**src/rtl/sb_rx_msg_decoder_pkg.sv**
```systemverilog
// Shared definitions for the sideband RX message decoder: opcodes, header field
// positions, FSM state encoding and the decoded-field bundle.
package sb_rx_msg_decoder_pkg;

    localparam int unsigned SB_WORD_W = 64;

    // Supported sideband opcodes
    localparam logic [4:0] OPC_MSG_NODATA = 5'b10010;
    localparam logic [4:0] OPC_MSG_DATA   = 5'b11011;

    // Header field positions
    localparam int unsigned OPCODE_LSB     = 0;
    localparam int unsigned OPCODE_MSB     = 4;
    localparam int unsigned MSGCODE_LSB    = 14;
    localparam int unsigned MSGCODE_MSB    = 21;
    localparam int unsigned SRCID_LSB      = 29;
    localparam int unsigned SRCID_MSB      = 31;
    localparam int unsigned MSGSUBCODE_LSB = 32;
    localparam int unsigned MSGSUBCODE_MSB = 39;
    localparam int unsigned MSGINFO_LSB    = 40;
    localparam int unsigned MSGINFO_MSB    = 55;
    localparam int unsigned DSTID_LSB      = 56;
    localparam int unsigned DSTID_MSB      = 58;
    localparam int unsigned CP_BIT         = 62;
    localparam int unsigned DP_BIT         = 63;

    typedef enum logic [2:0] {
        StIdle,
        StHdrWait,
        StDataReq,
        StDataWait,
        StOut
    } dec_state_e;

    // Header fields presented to the consumer
    typedef struct packed {
        logic [4:0]  opcode;
        logic [7:0]  msgcode;
        logic [7:0]  msgsubcode;
        logic [15:0] msginfo;
        logic [2:0]  srcid;
        logic [2:0]  dstid;
    } sb_msg_fields_t;

    function automatic logic opcode_has_data(input logic [4:0] opcode);
        return opcode == OPC_MSG_DATA;
    endfunction

    function automatic logic opcode_supported(input logic [4:0] opcode);
        return (opcode == OPC_MSG_NODATA) || (opcode == OPC_MSG_DATA);
    endfunction

endpackage

```
**src/rtl/sb_rx_parity.sv**
```systemverilog
// Combinational even-parity checks for a sideband header (CP) and data word (DP).
module sb_rx_parity
    import sb_rx_msg_decoder_pkg::*;
(
    input  logic [CP_BIT:0]      hdr,
    input  logic [SB_WORD_W-1:0] data,
    input  logic                 dp,
    output logic                 cp_ok,
    output logic                 dp_ok
);

    // CP covers header bits below it; DP covers the full payload word
    always_comb begin
        cp_ok = ((^hdr[CP_BIT-1:0]) == hdr[CP_BIT]);
        dp_ok = ((^data) == dp);
    end

endmodule

```
**src/rtl/sb_rx_msg_decoder.sv**
```systemverilog
// Sideband RX message decoder. Drains header (and optional data) words from the
// SB RX FIFO, checks CP/DP parity and opcode, and presents one message per
// valid/ready handshake. Malformed messages are dropped with an error pulse.
module sb_rx_msg_decoder
    import sb_rx_msg_decoder_pkg::*;
#(
    parameter int unsigned DATA_TIMEOUT = 64,
    parameter int unsigned DROP_CNT_W   = 8
) (
    input  logic                  i_clk,
    input  logic                  i_rst_n,
    input  logic                  i_fifo_empty,
    input  logic [SB_WORD_W-1:0]  i_fifo_data,
    output logic                  o_fifo_read_en,
    output logic                  o_msg_valid,
    input  logic                  i_msg_ready,
    output logic [4:0]            o_opcode,
    output logic [7:0]            o_msgcode,
    output logic [7:0]            o_msgsubcode,
    output logic [15:0]           o_msginfo,
    output logic [2:0]            o_srcid,
    output logic [2:0]            o_dstid,
    output logic                  o_has_data,
    output logic [SB_WORD_W-1:0]  o_data,
    output logic                  o_parity_err,
    output logic                  o_opcode_err,
    output logic                  o_timeout_err,
    output logic [DROP_CNT_W-1:0] o_drop_count
);

    localparam int unsigned         TO_CNT_W = $clog2(DATA_TIMEOUT + 1);
    localparam logic [TO_CNT_W-1:0] TO_LIMIT = TO_CNT_W'(DATA_TIMEOUT);

    dec_state_e            state_q, state_d;
    logic                  run_q;
    sb_msg_fields_t        hdr_fields;
    sb_msg_fields_t        fields_q, fields_d;
    logic                  dp_q, dp_d;
    logic [SB_WORD_W-1:0]  data_q, data_d;
    logic [TO_CNT_W-1:0]   to_cnt_q, to_cnt_d, to_cnt_inc;
    logic [DROP_CNT_W-1:0] drop_cnt_q, drop_cnt_d;
    logic                  parity_err_q, parity_err_d;
    logic                  opcode_err_q, opcode_err_d;
    logic                  timeout_err_q, timeout_err_d;
    logic                  read_en;
    logic                  drop;
    logic                  cp_ok, dp_ok;

    // Parity of the word currently on the FIFO read port; cp_ok is used while it
    // is a header, dp_ok (against the latched DP bit) while it is the payload.
    sb_rx_parity u_parity (
        .hdr   (i_fifo_data[CP_BIT:0]),
        .data  (i_fifo_data),
        .dp    (dp_q),
        .cp_ok (cp_ok),
        .dp_ok (dp_ok)
    );

    // Slice the header fields out of the FIFO read word
    always_comb begin
        hdr_fields            = '0;
        hdr_fields.opcode     = i_fifo_data[OPCODE_MSB:OPCODE_LSB];
        hdr_fields.msgcode    = i_fifo_data[MSGCODE_MSB:MSGCODE_LSB];
        hdr_fields.msgsubcode = i_fifo_data[MSGSUBCODE_MSB:MSGSUBCODE_LSB];
        hdr_fields.msginfo    = i_fifo_data[MSGINFO_MSB:MSGINFO_LSB];
        hdr_fields.srcid      = i_fifo_data[SRCID_MSB:SRCID_LSB];
        hdr_fields.dstid      = i_fifo_data[DSTID_MSB:DSTID_LSB];
    end

    // Read enable is held off until the first clock after reset release so the
    // combinational strobe is never seen while reset is asserted.
    always_ff @(posedge i_clk or negedge i_rst_n) begin
        if (!i_rst_n) begin
            run_q <= 1'b0;
        end else begin
            run_q <= 1'b1;
        end
    end

    // Next-state, FIFO strobe, field latching and error classification
    always_comb begin
        state_d       = state_q;
        fields_d      = fields_q;
        dp_d          = dp_q;
        data_d        = data_q;
        to_cnt_d      = to_cnt_q;
        to_cnt_inc    = to_cnt_q + 1'b1;
        read_en       = 1'b0;
        drop          = 1'b0;
        parity_err_d  = 1'b0;
        opcode_err_d  = 1'b0;
        timeout_err_d = 1'b0;

        unique case (state_q)
            StIdle: begin
                if (run_q && !i_fifo_empty) begin
                    read_en = 1'b1;
                    state_d = StHdrWait;
                end
            end

            StHdrWait: begin
                // Fields are only latched for accepted headers, so the outputs
                // keep the last good message across drops.
                if (!cp_ok) begin
                    parity_err_d = 1'b1;
                    drop         = 1'b1;
                    state_d      = StIdle;
                end else if (!opcode_supported(hdr_fields.opcode)) begin
                    opcode_err_d = 1'b1;
                    drop         = 1'b1;
                    state_d      = StIdle;
                end else begin
                    fields_d = hdr_fields;
                    dp_d     = i_fifo_data[DP_BIT];
                    data_d   = '0;
                    if (opcode_has_data(hdr_fields.opcode)) begin
                        to_cnt_d = '0;
                        state_d  = StDataReq;
                    end else begin
                        state_d = StOut;
                    end
                end
            end

            StDataReq: begin
                if (!i_fifo_empty) begin
                    read_en = 1'b1;
                    state_d = StDataWait;
                end else begin
                    to_cnt_d = to_cnt_inc;
                    if (to_cnt_inc == TO_LIMIT) begin
                        timeout_err_d = 1'b1;
                        drop          = 1'b1;
                        state_d       = StIdle;
                    end
                end
            end

            StDataWait: begin
                if (!dp_ok) begin
                    parity_err_d = 1'b1;
                    drop         = 1'b1;
                    state_d      = StIdle;
                end else begin
                    data_d  = i_fifo_data;
                    state_d = StOut;
                end
            end

            StOut: begin
                if (i_msg_ready) begin
                    state_d = StIdle;
                end
            end

            default: begin
                state_d = StIdle;
            end
        endcase
    end

    // Saturating count of dropped messages
    always_comb begin
        drop_cnt_d = drop_cnt_q;
        if (drop && (drop_cnt_q != {DROP_CNT_W{1'b1}})) begin
            drop_cnt_d = drop_cnt_q + 1'b1;
        end
    end

    // State, message registers, counters and error pulses
    always_ff @(posedge i_clk or negedge i_rst_n) begin
        if (!i_rst_n) begin
            state_q       <= StIdle;
            fields_q      <= '0;
            dp_q          <= 1'b0;
            data_q        <= '0;
            to_cnt_q      <= '0;
            drop_cnt_q    <= '0;
            parity_err_q  <= 1'b0;
            opcode_err_q  <= 1'b0;
            timeout_err_q <= 1'b0;
        end else begin
            state_q       <= state_d;
            fields_q      <= fields_d;
            dp_q          <= dp_d;
            data_q        <= data_d;
            to_cnt_q      <= to_cnt_d;
            drop_cnt_q    <= drop_cnt_d;
            parity_err_q  <= parity_err_d;
            opcode_err_q  <= opcode_err_d;
            timeout_err_q <= timeout_err_d;
        end
    end

    assign o_fifo_read_en = read_en;
    assign o_msg_valid    = (state_q == StOut);
    assign o_opcode       = fields_q.opcode;
    assign o_msgcode      = fields_q.msgcode;
    assign o_msgsubcode   = fields_q.msgsubcode;
    assign o_msginfo      = fields_q.msginfo;
    assign o_srcid        = fields_q.srcid;
    assign o_dstid        = fields_q.dstid;
    assign o_has_data     = opcode_has_data(fields_q.opcode);
    assign o_data         = o_has_data ? data_q : '0;
    assign o_parity_err   = parity_err_q;
    assign o_opcode_err   = opcode_err_q;
    assign o_timeout_err  = timeout_err_q;
    assign o_drop_count   = drop_cnt_q;

endmodule

```
**config.mk**
```make
export PLATFORM = sky130hd
export DESIGN_NAME = sb_rx_msg_decoder
export DESIGN_NICKNAME = d
export VERILOG_FILES = /design/src/rtl/sb_rx_msg_decoder_pkg.sv /design/src/rtl/sb_rx_parity.sv /design/src/rtl/sb_rx_msg_decoder.sv
export SDC_FILE = /design/constraint.sdc
export NUM_CORES = 1
export LEC_CHECK = 0
export BUFFER_PORTS_ARGS = -buffer_cell sky130_fd_sc_hd__buf_2
export CAP_MARGIN = 25
export CORE_ASPECT_RATIO = 1.25
export CORE_MARGIN = 3
export CORE_UTILIZATION = 56
export DETAILED_ROUTE_END_ITERATION = 8
export GPL_TIMING_DRIVEN = 0
export PLACE_DENSITY = 0.86
export RECOVER_POWER = 25
export SLEW_MARGIN = 5
export SYNTH_ARGS = -nofsm -noshare
export SYNTH_HDL_FRONTEND = slang
export SYNTH_SLANG_ARGS = --single-unit
```
**constraint.sdc**
```tcl
create_clock -name i_clk -period 3.5 [get_ports i_clk]
set_input_delay 0.175 -clock i_clk [delete_from_list [all_inputs] [get_ports i_clk]]
set_output_delay 0.175 -clock i_clk [all_outputs]
set_load 0.005 [all_outputs]
```
==> run summary, run 1 <==
Seq/Total Area, Yosys = 0.508
FF+latch area = 3250 µm²
Inst Count DP = 959
CTS clk-pin slew, worst paths = 60 ps
syn nets = 710
grt ovf = 0
Core Area = 11100 µm²
initial antenna violation count = 0
Leak Pwr = 0.00404 µW
buffers added on ports = 188
Vias per Instance = 5.46
Synthesis Warnings = 0
Starting Density = 0.575
HP Class = primary input to flip-flop
unrepaired setup endpoints after global routing = no
synthesized cell area = 6400 µm²
H-Tree Level Count = 4
Synth top area share = 0.508
failing checks = max-capacitance violations, max-slew violations
Post-Syn Instances = 635
TritonCTS buffer count = 17
Clock Path Buffers = 2
Post-DP Area = 7540 µm²
root buf cell = clkbuf_16
setup TNS = 0 ps
Final Skew = 13.0 ps
Remaining DRCs = 0
area leader, netlist = dfrtp_1
WP buf/inv = 3
post_cts resized = 0
Pins Over Slew Limit = 60
max_cap viols = 1
number of global-route vias before repair = 5666
Final #Nets = 919
layout overhead on the synthesized area = 26.7%
Max stage delay cell, worst path = xnor3_2
required time of the critical path = 3810 ps
Final Critical Period = 2910 ps
critical path cell sequence = buf_2 -> xnor2_1 -> xnor3_1 -> xnor3_1 -> xnor3_1 -> xnor3_2 -> and3_1 -> buf_2 -> buf_4 -> mux2_2
routed len/inst = 17.1 µm
# rows = 43
Final Core Density = 0.728
Arrival @ worst endpoint = 3220 ps
pwr/cell area = 599 nW/µm²
Final period util = 0.831
hold_ws = 16.6 ps
antenna viol nets, final = 0
first-pass GRT wire length = 27400 µm
number of synthesized flops with an enable pin = 0
non-filler cells, final = 992
First-pass DRT Iterations = 5
Clock Latency Late Sink = 420 ps
Post-Syn Area per Cell = 10.1 µm²
CP startpoint kind = primary input
Setup violations, final = 0
Multi-input gate area = 2920 µm²
final instance area = 8110 µm²
Top FF cell, synth = dfrtp_1
status = complete, but fails checks
synth top area cells = dfrtp_1 (51%), nand2_1 (8.6%), mux2_2 (7.7%)
dpl hpwl = 12600 µm
final hold violations = 0
Die Height = 126 µm
IO Pins = 189
CTS tree = done
share of layout cells above drive strength 1 = 0.319
Yosys reg bits = 130
worst IR drop on VDD = 0.385 mV
largest net degree at the start of global routing = 72
most frequent CP cell = xnor3_1
DR iter-0 viols = 261
Antenna Cells = 0
Slew headroom = -0.816
Setup CP Type = primary input to flip-flop
Worst path max stage delay = 500 ps
post-synthesis cell type count = 44
top cell family by delay on the critical path = XOR/XNOR gates
Vias = 5420
f_max = 344 MHz
FFs w/ async S/R, synth = 1.00
Worst setup EP type = flip-flop
Die X = 102 µm
fill count = 771
CP max FO = 10
R2R Setup Slk = 940 ps
total wire length = 17000 µm
Num Clock Sinks = 130
gr usage total = 0.276
Die Area = 12800 µm²
routability-driven placement congestion ratio = 0.871
worst-margin pin slew = 2720 ps
[metrics by stage]
step / power [µW] / setup slack, ps
after floorplan: 2690 / 646
after global placement: 3130 / 175
after detailed placement: 3190 / 166
after CTS: 4880 / 577
after global routing: 5090 / 264
final: 4860 / 591
[worst paths after layout]
check                                        start                          end  cells past startpoint
setup reg to reg           to_cnt_q[0]$_DFFE_PN0P_  o_drop_count[1]$_DFFE_PN0P_                      8
hold reg to reg              data_q[3]$_DFFE_PN0P_        data_q[3]$_DFFE_PN0P_                      2
max in group asynchronous                  i_rst_n       data_q[45]$_DFFE_PN0P_                      2
setup / recovery                    i_fifo_data[7]     o_msgcode[1]$_DFFE_PN0P_                     10
hold / removal                     i_fifo_data[25]       data_q[25]$_DFFE_PN0P_                      3
min in group asynchronous                  i_rst_n      to_cnt_q[2]$_DFFE_PN0P_                      2
[routing by layer]
metal	GRT usage	up-vias	part of all wire
li1	-	2506	-
met1	0.320	2626	0.38
met2	0.466	224	0.52
met3	0.0698	64	0.060
met4	0.139	0	0.040
met5	0	-	0
[registers in the layout (all words and copies together) (netlist names), 3 cells and up]
register and cells:
o_opcode 5, o_msgsubcode 8, o_msgcode 8, data_q 64, o_srcid 3, o_msginfo 16
to_cnt_q 7, o_dstid 3, o_drop_count 8, state_q 3
[Yosys cell counts, drive strengths merged, types with 2 or more instances]
master    n
nand2   146
dfrtp   130
o21ai    70
and2     66
xnor2    52
mux2     44
clkbuf   22
buf      14
inv      11
xor2     11
ha        7
nand3     7
nor2      7
and3      6
nand4     4
o211ai    4
xnor3     4
nor3b     3
or2       3
a21oi     2
a22oi     2
a31oi     2
nand2b    2
nor2b     2
or3       2
[worst reg2reg max path, stage by stage (launching register included)]
cell and delay [ps]:
dfrtp_1 500, ha_1 310, nand3_1 140, xnor2_1 160, or2_2 320, o31a_1 280
inv_1 90, o2bb2ai_1 260, mux2_2 390
[placed cells by master, fill, tap and decap left out, drive strengths merged, types with 2 or more instances in the layout]
| cell type | Yosys | final |
|---|---|---|
| nor2b | 2 | 2 |
| dfrtp | 130 | 130 |
| o211ai | 4 | 4 |
| clkbuf | 22 | 54 |
| and3 | 6 | 6 |
| buf | 14 | 193 |
| inv | 11 | 11 |
| nand4 | 4 | 4 |
| and2 | 66 | 66 |
| nor2 | 7 | 7 |
| clkinvlp | 0 | 4 |
| or3 | 2 | 2 |
| a31oi | 2 | 2 |
| xnor3 | 4 | 4 |
| nand3 | 7 | 7 |
| clkinv | 0 | 4 |
| nand2 | 146 | 146 |
| nand2b | 2 | 2 |
| mux2 | 44 | 44 |
| a22oi | 2 | 2 |
| ha | 7 | 7 |
| xor2 | 11 | 11 |
| a21oi | 2 | 2 |
| or2 | 3 | 3 |
| o21ai | 70 | 70 |
| nor3b | 3 | 3 |
| xnor2 | 52 | 52 |
[cell families (layout without fill, tap and decap cells)]
group                    after synthesis  after routing  share of synthesized area
multiplexers                          44             44                     0.0774
AND/OR/NAND/NOR                      253            253                      0.188
flip-flops                           130            130                      0.508
other                                  1              1                   0.000586
buffers and inverters                 47            269                     0.0358
AO/OA/AOI/OAI                         86             86                     0.0745
XOR/XNOR                              67             67                      0.102
adder cells (fa/ha/maj)                7              7                     0.0137
[repair_timing]
item / in CTS / in global routing
hold buffers: 1 / 0
buffers inserted: 0 / 0
endpoints found under the setup margin: 0 / 0
endpoints found under the hold margin: 59 / 0
[cell type report]
cell class / instances / share of cell area
clock buffer: 23 / 0.0602
clock inverter: 9 / 0.00988
buffer: 36 / 0.0231
tap: 135 / 0.0208
multi-input combinational: 458 / 0.360
timing repair buffer: 190 / 0.120
inverter: 11 / 0.00509
sequential: 130 / 0.401
[power breakdown]
part | switching [µW] | total [µW] | leakage (µW) | internal (µW)
clock network | 647 | 1690 | 0.000271 | 1050
registers | 164 | 1910 | 0.00177 | 1740
logic | 596 | 1260 | 0.00200 | 661
No activity file was read; power rests on OpenSTA's default activity.
==> run 2: changes to the inputs <==
--- a/config.mk
+++ b/config.mk
@@ -5,14 +5,15 @@
 export SDC_FILE = /design/constraint.sdc
 export NUM_CORES = 1
 export LEC_CHECK = 0
+export ABC_AREA = 1
 export BUFFER_PORTS_ARGS = -buffer_cell sky130_fd_sc_hd__buf_2
 export CAP_MARGIN = 25
 export CORE_ASPECT_RATIO = 1.25
 export CORE_MARGIN = 3
-export CORE_UTILIZATION = 56
+export CORE_UTILIZATION = 49
 export DETAILED_ROUTE_END_ITERATION = 8
 export GPL_TIMING_DRIVEN = 0
-export PLACE_DENSITY = 0.86
+export PLACE_DENSITY = 0.77
 export RECOVER_POWER = 25
 export SLEW_MARGIN = 5
 export SYNTH_ARGS = -nofsm -noshare
==> constraint.sdc (replaced) <==
create_clock -name i_clk -period 2.3 [get_ports i_clk]
set_input_delay 0.115 -clock i_clk [delete_from_list [all_inputs] [get_ports i_clk]]
set_output_delay 0.115 -clock i_clk [all_outputs]
set_load 0.005 [all_outputs]
==> run summary, run 2 <==
Pins Over Slew Limit = 0
post-synthesis mux area share = 0
layout overhead on the synthesized area = 26.9%
Synth Area in XOR/XNOR = 0.0258
Final #Nets = 1467
max reg flops = 64
CTS clk-pin slew, worst paths = 60 ps
Worst path max stage delay = 420 ps
most frequent cells after synthesis = nand2_1 (490), nor2_1 (146), inv_1 (143)
H-Tree Level Count = 4
worst IR drop on VDD = 0.453 mV
Setup violations, final = 0
Seq/Total Area, Yosys = 0.416
synthesized cell area = 7810 µm²
worst hold start = i_fifo_data[2]
Remaining DRCs = 0
CP max FO = 10
area leader, netlist = dfrtp_1
IO Pins = 189
share of layout cells above drive strength 1 = 0.215
top cell family by delay on the critical path = buffers and inverters
Post-Syn Area per Cell = 6.70 µm²
TritonCTS buffer count = 17
PnR worst setup slack = 176 ps
buffers added on ports = 188
syn nets = 1241
post-synthesis simple-gate area fraction = 0.400
max_cap viols = 0
critical path cell sequence = nand2_1 -> nor2_1 -> and3_1 -> inv_2 -> clkbuf_1 -> nor2_1 -> buf_2
HP Class = primary input to flip-flop
Arrival @ worst endpoint = 2010 ps
Yosys reg bits = 130
root buf cell = clkbuf_16
pwr/cell area = 836 nW/µm²
Worst setup EP type = primary output
Top reg by flops = data_q
Slew headroom = 0.210
Antenna Cells = 0
routability-driven placement congestion ratio = 0.893
non-filler cells, final = 1616
Final Core Density = 0.634
largest family of logic cells by synthesized area = simple AND/OR/NAND/NOR gates
most frequent cells in the layout = nand2_1 (485), buf_2 (184), nor2_1 (145), inv_1 (140), dfrtp_1 (130)
Synth top area share = 0.416
Setup CP Type = flip-flop to primary output
grt ovf = 0
worst-margin pin slew = 1180 ps
f_max = 471 MHz
required time of the critical path = 2180 ps
most frequent CP cell = nor2_1
final hold violations = 0
most frequent cell after synthesis = nand2_1
Max stage delay cell, worst path = dfrtp_1
largest net degree at the start of global routing = 86
Die Area = 17500 µm²
number of synthesized flops with an enable pin = 0
post-synthesis cell type count = 34
Die Height = 147 µm
DR iter-0 viols = 615
Synth Area in Compound Gates = 0.0349
R2R Setup Slk = 190 ps
Vias per Instance = 4.81
Vias = 7768
FF-to-FF End = o_drop_count[7]$_DFFE_PN0P_
number of global-route vias before repair = 7225
Synthesis Warnings = 0
WP buf/inv = 3
total wire length = 21300 µm
Clock Latency Late Sink = 420 ps
routed len/inst = 13.2 µm
Leak Pwr = 0.00585 µW
r2r startpoint = to_cnt_q[0]$_DFFE_PN0P_
Final period util = 0.924
adder-cell share of the synthesized area = 0.0112
Clock Path Buffers = 2
CTS tree = done
Final Skew = 7.20 ps
first-pass GRT wire length = 34500 µm
Top FF cell, synth = dfrtp_1
worst reg-to-reg path cell count = 11
Inst Count DP = 1567
Starting Density = 0.500
hold_ws = 6.66 ps
status = finished, final reports clean
antenna viol nets, final = 0
# rows = 51
most common library cell in the layout ignoring fill and taps = nand2_1
gr usage total = 0.246
initial antenna violation count = 0
Final Critical Period = 2120 ps
Post-Syn Instances = 1166
FFs w/ async S/R, synth = 1.00
synth top area cells = dfrtp_1 (42%), nand2_1 (24%), nor2_1 (7.0%)
Hold Path Depth = 3
CP startpoint kind = flip-flop
First-pass DRT Iterations = 5
Die X = 119 µm
Setup WS pre-CTS = -445 ps
Num Clock Sinks = 130
Core Area = 15600 µm²
Worst Hold End = o_opcode[2]$_DFFE_PN0P_
dpl hpwl = 15900 µm
## run 2: cell count changes after synthesis, moves of 44 or more
cell | previous run | this run
nand2_1 | 146 | 490
and2_1 | 65 | 0
o21ai_0 | 64 | 20
nand3_1 | 7 | 69
mux2_2 | 44 | 0
nor2_1 | 7 | 146
inv_1 | 11 | 143
## run 2: where the power goes
| group | internal (µW) | switching [µW] |
|---|---|---|
| Clock | 1840 | 1030 |
| Sequential | 2930 | 441 |
| Combinational | 853 | 1200 |
| Total | 5620 | 2670 |
## run 2: worst max-delay path by stage
stage / startpoint / to / slack (ps) / cells past startpoint
final: o_opcode[1]$_DFFE_PN0P_ / o_data[40] / 180 / 7
after global routing: i_fifo_data[0] / o_msginfo[2]$_DFFE_PN0P_ / -6 / 26
after CTS: o_opcode[1]$_DFFE_PN0P_ / o_data[23] / 9 / 7
after detailed placement: i_fifo_data[0] / o_msgsubcode[3]$_DFFE_PN0P_ / -440 / 22
after global placement: i_rst_n / o_msgcode[1]$_DFFE_PN0P_ / -710 / 1
after floorplan: i_fifo_data[2] / o_msgcode[0]$_DFFE_PN0P_ / 180 / 24
## run 2: what timing repair did
item                                    in CTS  in global routing
cloned                                       0                  0
buffers inserted                             0                  2
gates resized for setup                      3                 30
hold buffers                                17                  0
endpoints found under the setup margin      27                146
pin swaps                                    0                  3
endpoints found under the hold margin       63                  0
## run 2: through the flow
| step | area (µm²) | TNS [ps] | power (µW) |
|---|---|---|---|
| 2_1_floorplan | 7810 | 0 | 4580 |
| 3_3_place_gp | 9020 | -116730 | 5320 |
| 3_5_place_dp | 9050 | -33890 | 5410 |
| 4_1_cts | 9850 | 0 | 8330 |
| 5_1_grt | 9910 | -13.1 | 8830 |
| 6_report | 9910 | 0 | 8290 |
## run 2: cells by family (layout without fill, tap and decap cells)
kind of cell	after synthesis	count (layout)
xor gates and xnor gates	23	23
buffers and inverters	201	439
and+or+nand+nor	750	750
DFF	130	130
AOI/OAI and AO/OA	54	54
other	1	1
adders and majority gates	7	7
## run 2: final cells by class
class	instances	area, µm²
fillers	1497	5720
flip-flops and latches	130	3250
plain buffers	41	295
clock inverters	13	185
multi-input cells	835	3750
well taps	212	265
repair buffers	208	1130
inverters	159	599
clock buffers	18	439
## run 2: worst min-delay path, cell delays in order
cell,delay [ps]
buf_2,80
inv_2,60
o21ai_1,130
## run 2: layer usage
layer,wire (µm),vias to the layer above,track usage
met3,1090,41,0.0420
li1,-,3953,-
met1,9040,3548,0.301
met4,591,0,0.107
met5,0,-,0
met2,10600,226,0.426
==> run 3: changes to the inputs <==
--- a/config.mk
+++ b/config.mk
@@ -6,10 +6,9 @@
 export NUM_CORES = 1
 export LEC_CHECK = 0
 export ABC_AREA = 1
-export BUFFER_PORTS_ARGS = -buffer_cell sky130_fd_sc_hd__buf_2
+export BUFFER_PORTS_ARGS = -buffer_cell sky130_fd_sc_hd__clkbuf_2
 export CAP_MARGIN = 25
 export CORE_ASPECT_RATIO = 1.25
-export CORE_MARGIN = 3
 export CORE_UTILIZATION = 49
 export DETAILED_ROUTE_END_ITERATION = 8
 export GPL_TIMING_DRIVEN = 0
==> run summary, run 3 (synthesized netlist as in run 2, its figures left out) <==
sw frac = 0.318
TritonCTS buffer count = 17
worst IR drop on VDD = 0.478 mV
routability-driven placement congestion ratio = 0.852
FF-to-FF End = data_q[5]$_DFFE_PN0P_
gr usage total = 0.271
Antenna Cells = 0
Vias per Instance = 4.84
hold_ws = -0.912 ps
routed len/inst = 13.0 µm
Hold Path Depth = 3
buffers added on ports = 188
Post CTS Setup Buffer Count = 0
Final Critical Period = 2170 ps
R2R Setup Slk = 220 ps
f_max = 460 MHz
pwr/cell area = 846 nW/µm²
Final period util = 0.945
Clock Latency Late Sink = 430 ps
required time of the critical path = 2180 ps
critical path cell sequence = nand2_1 -> nor2_1 -> and3_1 -> inv_2 -> buf_1 -> nor2_1 -> clkbuf_2
Max stage delay cell, worst path = dfrtp_1
first-pass GRT wire length = 34300 µm
max reg flops = 64
# rows = 51
Top reg by flops = data_q
worst reg-to-reg path cell count = 8
grt ovf = 0
Clock Power Share = 0.359
layout overhead on the synthesized area = 27.6%
Total Power = 8440 µW
sequential power share = 0.400
H-Tree Level Count = 4
Num Clock Sinks = 130
root buf cell = clkbuf_16
Final Skew = 5.50 ps
status = complete, but fails checks
most common library cell in the layout ignoring fill and taps = nand2_1
initial antenna violation count = 0
HP Class = primary input to flip-flop
internal power = 5750 µW
Post-DP Area = 9060 µm²
Comb power frac = 0.242
worst setup path start = o_opcode[1]$_DFFE_PN0P_
Setup violations, final = 0
worst-margin pin slew = 1460 ps
failing checks = negative hold slack
First-pass DRT Iterations = 5
most frequent cells in the layout = nand2_1 (488), clkbuf_2 (185), nor2_1 (145), inv_1 (140), dfrtp_1 (130)
CTS clk-pin slew, worst paths = 60 ps
switching pwr = 2690 µW
DR iter-0 viols = 450
most frequent CP cell = nor2_1
Worst Hold End = o_opcode[2]$_DFFE_PN0P_
Leak Pwr = 0.00579 µW
Die Height = 143 µm
Die X = 115 µm
IO Pins = 189
Worst path max stage delay = 410 ps
r2r startpoint = state_q[0]$_DFFE_PN0P_
Worst setup EP type = primary output
Final Core Density = 0.640
Core Area = 15600 µm²
CP max FO = 10
largest net degree at the start of global routing = 74
CP startpoint kind = flip-flop
CTS tree = done
Arrival @ worst endpoint = 2060 ps
Starting Density = 0.502
Pins Over Slew Limit = 0
Die Area = 16500 µm²
final hold violations = 1
antenna viol nets, final = 0
dpl hpwl = 15400 µm
worst hold start = i_fifo_data[2]
Vias = 7847
unrepaired setup endpoints after global routing = no
Setup CP Type = flip-flop to primary output
setup TNS = 0 ps
max_cap viols = 0
final instance area = 9970 µm²
total wire length = 21100 µm
Final #Nets = 1472
number of global-route vias before repair = 7379
share of layout cells above drive strength 1 = 0.210
Remaining DRCs = 0
Slew headroom = 0.0292
Clock Path Buffers = 2
-- run 3: cell types whose count changed in the layout (fill, tap and decap cells not counted), moves of 2 or more --
cell           previous run  this run
clkinvlp_4                2         4
buf_4                     6         8
buf_2                   184         5
nand2_2                   7         4
buf_6                    13         9
dlygate4sd3_1            17        24
clkbuf_2                  7       185
nand2_1                 485       488
-- run 3: what timing repair did --
action,CTS,global route
setup endpoints to repair,27,131
hold buffers,24,0
cloned,0,0
endpoints found under the hold margin,82,0
gates resized for setup,3,16
-- run 3: worst max-delay path: cells and delay by family, from the launching register on --
family | cells | cell delay [ps]
simple gates | 4 | 390
flops | 1 | 410
buf+inv | 3 | 830
-- run 3: stage by stage --
step,worst slack [ps],cells
6_report,126,1622
5_1_grt,2.53,1622
4_1_cts,28.9,1623
3_5_place_dp,-452,1567
3_3_place_gp,-1050,1566
2_1_floorplan,182,1166
-- run 3: cell type report --
class | count | area, µm²
Inverter | 159 | 599
Sequential cell | 130 | 3250
Clock buffer | 19 | 453
Clock inverter | 13 | 208
Tap cell | 212 | 265
Buffer | 41 | 269
Timing Repair Buffer | 213 | 1180
Multi-Input combinational cell | 835 | 3740
Fill cell | 1477 | 5600
-- run 3: layer usage --
layer / wire [µm] / vias to the layer above / GRT usage
met5: 0 / - / 0
met4: 487 / 0 / 0.103
met3: 1150 / 34 / 0.0615
met2: 10500 / 231 / 0.471
met1: 8950 / 3605 / 0.323
li1: - / 3977 / -
-- run 3: power by group through the flow --
stage                     clock network [µW]  registers, µW  logic, µW
after floorplan                            0           3320       1260
after global placement                     0           3380       1940
after detailed placement                   0           3390       2020
after CTS                               3050           3360       2050
after global routing                    3150           3450       2370
final                                   3030           3370       2040
-- run 3: worst max-delay path by stage --
| stage | to | cells past startpoint |
|---|---|---|
| detailed placement | o_msginfo[14]$_DFFE_PN0P_ | 24 |
| global route | o_msgsubcode[6]$_DFFE_PN0P_ | 26 |
| finish | o_data[43] | 7 |
| floorplan | o_msgcode[0]$_DFFE_PN0P_ | 24 |
| global placement | o_drop_count[5]$_DFFE_PN0P_ | 1 |
| CTS | data_q[5]$_DFFE_PN0P_ | 8 |
